--- src/rtl/a2d_pkg.sv ---
// a2d_pkg: shared state encoding and command constants for the A2D channel arbiter
package a2d_pkg;
    typedef enum logic [1:0] {IDLE, CMD_WT, GAP, RD_WT} arb_state_t;
    localparam int NUM_REQ = 4;
    localparam logic [10:0] A2D_CMD_PAD = 11'h000;
endpackage

--- src/rtl/a2d_chnl_arb_rr_pick4.sv ---
// rr_pick4: combinational round-robin picker, first set req bit at or above ptr with wrap
module rr_pick4
    import a2d_pkg::*;
(
    input  logic [NUM_REQ-1:0] req,
    input  logic [1:0]         ptr,
    output logic [1:0]         idx,
    output logic               any
);
    logic [NUM_REQ-1:0] w_rot;
    logic [1:0]         w_off;
    // Rotating the doubled vector puts the pointer position at bit 0
    assign w_rot = 4'({req, req} >> ptr);
    assign w_off = w_rot[0] ? 2'd0 : w_rot[1] ? 2'd1 : w_rot[2] ? 2'd2 : 2'd3;
    assign idx   = ptr + w_off;
    assign any   = |req;
endmodule

--- src/rtl/a2d_chnl_arb.sv ---
// a2d_chnl_arb: round-robin arbiter sharing one SPI engine among four A2D requesters.
// Optional SPI done timeout enabled by defining A2D_ARB_TIMEOUT_EN.
module a2d_chnl_arb
    import a2d_pkg::*;
#(
    parameter logic [11:0] CHNL_MAP = 12'o4310
`ifdef A2D_ARB_TIMEOUT_EN
    , parameter int TO_CYC = 4096
`endif
) (
    input  logic                clk,
    input  logic                rst,
    input  logic [NUM_REQ-1:0]  req,
    output logic [NUM_REQ-1:0]  cmplt,
    output logic [11:0]         rslt,
    output logic                busy,
    output logic                snd,
    output logic [15:0]         cmd,
    input  logic                done,
    input  logic [15:0]         resp,
    output logic                err
);
    arb_state_t         r_state, w_state_nxt;
    logic [1:0]         r_ptr, w_ptr_nxt, r_gnt, w_gnt_nxt, w_pick;
    logic [15:0]        r_cmd, w_cmd_nxt;
    logic [NUM_REQ-1:0] r_cmplt, w_cmplt_nxt;
    logic [11:0]        r_rslt, w_rslt_nxt;
    logic               r_snd, w_snd_nxt, r_busy, w_busy_nxt, r_err, w_err_nxt;
    logic               w_any, w_to;
    logic               w_unused_resp;

    assign w_unused_resp = ^resp[15:12];

    rr_pick4 u_pick (
        .req (req),
        .ptr (r_ptr),
        .idx (w_pick),
        .any (w_any)
    );

`ifdef A2D_ARB_TIMEOUT_EN
    logic [12:0] r_to_cnt;
    logic        w_wait;
    assign w_wait = (r_state == CMD_WT) || (r_state == RD_WT);
    assign w_to   = w_wait && !done && (r_to_cnt == 13'(TO_CYC - 1));
    always_ff @(posedge clk or posedge rst) begin
        if (rst)
            r_to_cnt <= '0;
        else if (w_snd_nxt)
            r_to_cnt <= '0;
        else if (w_wait)
            r_to_cnt <= r_to_cnt + 13'd1;
    end
`else
    assign w_to = 1'b0;
`endif

    always_comb begin
        w_state_nxt = r_state;
        w_ptr_nxt   = r_ptr;
        w_gnt_nxt   = r_gnt;
        w_cmd_nxt   = r_cmd;
        w_snd_nxt   = 1'b0;
        w_busy_nxt  = r_busy;
        w_cmplt_nxt = '0;
        w_rslt_nxt  = r_rslt;
        w_err_nxt   = 1'b0;
        case (r_state)
            IDLE: if (w_any) begin
                w_gnt_nxt   = w_pick;
                w_cmd_nxt   = {2'b00, CHNL_MAP[3*int'(w_pick) +: 3], A2D_CMD_PAD};
                w_snd_nxt   = 1'b1;
                w_busy_nxt  = 1'b1;
                w_state_nxt = CMD_WT;
            end
            CMD_WT: if (done) begin
                w_state_nxt = GAP;
            end else if (w_to) begin
                w_err_nxt   = 1'b1;
                w_busy_nxt  = 1'b0;
                w_ptr_nxt   = r_gnt + 2'd1;
                w_state_nxt = IDLE;
            end
            GAP: begin
                w_snd_nxt   = 1'b1;
                w_state_nxt = RD_WT;
            end
            RD_WT: if (done) begin
                w_rslt_nxt  = resp[11:0];
                w_cmplt_nxt = 4'b0001 << r_gnt;
                w_busy_nxt  = 1'b0;
                w_ptr_nxt   = r_gnt + 2'd1;
                w_state_nxt = IDLE;
            end else if (w_to) begin
                w_err_nxt   = 1'b1;
                w_busy_nxt  = 1'b0;
                w_ptr_nxt   = r_gnt + 2'd1;
                w_state_nxt = IDLE;
            end
            default: w_state_nxt = IDLE;
        endcase
    end

    always_ff @(posedge clk or posedge rst) begin
        if (rst) begin
            r_state <= IDLE;
            r_ptr   <= '0;
            r_gnt   <= '0;
            r_cmd   <= '0;
            r_snd   <= 1'b0;
            r_busy  <= 1'b0;
            r_cmplt <= '0;
            r_rslt  <= '0;
            r_err   <= 1'b0;
        end else begin
            r_state <= w_state_nxt;
            r_ptr   <= w_ptr_nxt;
            r_gnt   <= w_gnt_nxt;
            r_cmd   <= w_cmd_nxt;
            r_snd   <= w_snd_nxt;
            r_busy  <= w_busy_nxt;
            r_cmplt <= w_cmplt_nxt;
            r_rslt  <= w_rslt_nxt;
            r_err   <= w_err_nxt;
        end
    end

    assign cmplt = r_cmplt;
    assign rslt  = r_rslt;
    assign busy  = r_busy;
    assign snd   = r_snd;
    assign cmd   = r_cmd;
    assign err   = r_err;
endmodule

--- config.mk ---
export PLATFORM = sky130hd
export DESIGN_NAME = a2d_chnl_arb
export DESIGN_NICKNAME = d
export VERILOG_FILES = /design/src/rtl/a2d_pkg.sv /design/src/rtl/a2d_chnl_arb_rr_pick4.sv /design/src/rtl/a2d_chnl_arb.sv
export SDC_FILE = /design/constraint.sdc
export NUM_CORES = 1
export LEC_CHECK = 0
export CAP_MARGIN = 40
export CORE_MARGIN = 1
export CORE_UTILIZATION = 40
export DETAILED_ROUTE_END_ITERATION = 8
export PLACE_DENSITY = 0.83
export SLEW_MARGIN = 40
export SYNTH_ARGS = -nofsm -noshare
export SYNTH_HDL_FRONTEND = slang
export SYNTH_SLANG_ARGS = --single-unit
--- constraint.sdc ---
create_clock -name clk -period 2.9 [get_ports clk]
set_input_delay 0.58 -clock clk [delete_from_list [all_inputs] [get_ports clk]]
set_output_delay 0.58 -clock clk [all_outputs]
set_load 0.005 [all_outputs]
==> impl_metrics.tcl <==
set metrics [dict create \
    syn_avg_cell_area_um2 11.50 \
    holdWs_ns 0.4952 \
    rsz0062_at_grt "false" \
    tightest_slew_ns 0.6003 \
    numPortBuffers 39 \
    cts_setup_buffers 0 \
    ir_worst_vdd_mv 0.3194 \
    gp_congestion 0.6801 \
    hp-start "cmd[13]" \
    max_freq_mhz 432.5 \
    worstRegToRegCells 7 \
    min_to "cmd[13]" \
    hold_viol 0 \
    dp.cells 209 \
    period_share_pct 79.74 \
    min_path_cells 2 \
    num_vias 995 \
    clk_path_buf_depth 2 \
    synth_warnings 0 \
    criticalPathCategory "in2reg" \
    period_minus_slack_ns 2.312 \
    insertion_delay_ns 0.32 \
    clock_skew_ns 0.008001 \
    hold_class "reg2reg" \
    finalSetupTns_ns 0 \
    ant_nets 0 \
    synth_cells 126 \
    die_area_mm2 0.003867 \
    antennaDiodeCount 0 \
    worstPathArrival_ns 2.57 \
    fp-row-count 21 \
    utilization_pct 54.51 \
    hold_buffers 0 \
    track_usage_pct 13.33 \
    seq_area_frac_synth_pct 46.63 \
    wl_per_cell_um 11.17 \
    ctsResizeCount 0 \
    drv.max_cap_violation_count 0 \
    antenna_found_initial 0 \
    grt_pass1_wl_um 4188 \
    setup_ws_ns 0.5876 \
    syn_to_final_growth_pct 28.50 \
    grt_pass1_vias 922 \
    hpwl_um 1838 \
    timing.rr.end "cmd[11]" \
    timing.rr.start "r_ptr[1]" \
    via_per_inst 4.671 \
    drc_errors 0 \
    wl_um 2379 \
    drive_above_1_share_pct 10.18 \
    leakage_nw 0.8655 \
    grt_overflow 0 \
    cts_tree "built" \
    first_pass_iters 4 \
    slew_viol_final 0 \
    synth_area_mm2 0.001449 \
    fin_cells 213 \
    r2r_slack_ns 0.84 \
    power_density_mw_per_mm2 879.1 \
    ys_types 34 \
    grt_max_degree 28 \
    end_kind "register" \
    status "complete, no violations" \
    clockRootBuffer "clkbuf_4" \
    slew_headroom_pct 59.88 \
    h-tree-depth 1 \
    drt-initial-drc-count 11 \
    initial_core_util_pct 42.42 \
    io_pins 58 \
    critPathMaxFanout 7 \
    cts_buffers 3 \
    die_y_um 62.19 \
    core-area_mm2 0.003416 \
    clk_pin_slew_worst_paths_ns 0.15 \
    finalSetupViolCount 0 \
    place_ws_ns 0.2256 \
    cp-start-kind "input pin" \
    clkSinkCount 27 \
    synth-seq-cells 27 \
    die-width_um 62.19 \
    required_ns 3.16 \
    layout.nets 203 \
]
area by class of cell:
| cell class | instances | area [µm²] |
|---|---|---|
| flip-flops and latches | 27 | 675.6 |
| fillers | 307 | 1554 |
| clock inverters | 1 | 7.507 |
| clock buffers | 3 | 22.52 |
| well taps | 46 | 57.56 |
| multi-input cells | 89 | 674.4 |
| inverters | 7 | 26.28 |
| repair buffers | 40 | 397.9 |
state kept, by name (all words and copies together) (netlist names):
name,flops
busy,1
cmd,3
cmplt,4
r_gnt,2
r_ptr,2
r_state,2
rslt,12
snd,1
cell usage after synthesis (all sizes together):
master / n / area, µm²
a21oi: 3 / 18.77
o21ai: 4 / 20.01
xnor2: 1 / 8.760
a21o: 1 / 7.510
o221ai: 1 / 15.01
inv: 7 / 26.28
o41ai: 1 / 16.27
dfrtp: 27 / 675.7
o21a: 1 / 7.510
nand2b: 5 / 31.28
nand3b: 1 / 7.510
and3: 4 / 25.02
or3: 1 / 6.260
a211oi: 2 / 20.02
nor4: 1 / 6.260
nand3: 1 / 5.000
ha: 12 / 150.1
a221o: 1 / 10.01
conb: 1 / 3.750
nand2: 13 / 48.80
mux2: 14 / 161.4
mux2i: 1 / 10.01
a2111o: 1 / 12.51
or2: 1 / 6.260
o41a: 1 / 12.51
buf: 16 / 121.4
nor2: 4 / 15.01
cells by family (layout without fill, tap and decap cells):
family	after synthesis	in the layout	synth area share, %
adders and majority gates	12	12	10.36
AOI/OAI and AO/OA	16	16	9.672
DFF	27	27	46.63
buffers and inverters	23	51	10.19
and+or+nand+nor	31	31	10.45
muxes	15	15	11.83
xor gates and xnor gates	1	1	0.6046
other	1	14	0.2588
cells in the final DEF, fill, tap and decap left out, types with 2 or more instances in the layout:
master,n
clkdlybuf4s50_1,39
mux2_1,8
conb_1,14
dfrtp_1,27
nand2b_1,5
nor2_1,4
mux2_2,5
inv_1,7
nand2_1,13
o21ai_0,3
ha_1,12
a21oi_1,2
and3_1,4
clkbuf_4,3
routing by layer:
layer	part of all wire [%]	GRT usage (%)	wire [µm]
met1	46	16.86	1094
met3	7.7	3.860	182
met2	46	22.25	1085
met5	0	0	0
met4	0.67	3.488	16
worst max-delay path by stage:
| stage | start | endpoint | slack, ns | cells past startpoint |
|---|---|---|---|---|
| 3_3_place_gp | req[3] | cmd[11] | 0.30 | 8 |
| 3_5_place_dp | req[3] | cmd[11] | 0.23 | 8 |
| 2_1_floorplan | req[3] | cmd[11] | 1.02 | 7 |
| 6_report | req[3] | cmd[11] | 0.59 | 8 |
| 5_1_grt | req[3] | cmd[11] | 0.49 | 8 |
| 4_1_cts | req[3] | cmd[11] | 0.58 | 8 |
report_power, final:
part	switching, mW	total, mW	internal, mW
Combinational	0.334	0.816	0.481
Sequential	0.117	0.659	0.542
Clock	0.109	0.162	0.0527
Total	0.561	1.64	1.08
worst max-delay path, stage by stage:
cell and delay, ns:
clkdlybuf4s50_1 0.61, nand3b_1 0.14, o21ai_0 0.09, a221o_1 0.31
ha_1 0.21, xnor2_1 0.21, ha_1 0.26, o21ai_0 0.16
stage by stage:
stage | power [mW] | area [µm²]
2_1_floorplan | 1.144 | 1498
4_1_cts | 1.657 | 1862
3_5_place_dp | 1.493 | 1832
3_3_place_gp | 1.445 | 1832
6_report | 1.637 | 1862
5_1_grt | 1.785 | 1862
Note: power is estimated with default switching activity, not from simulation.
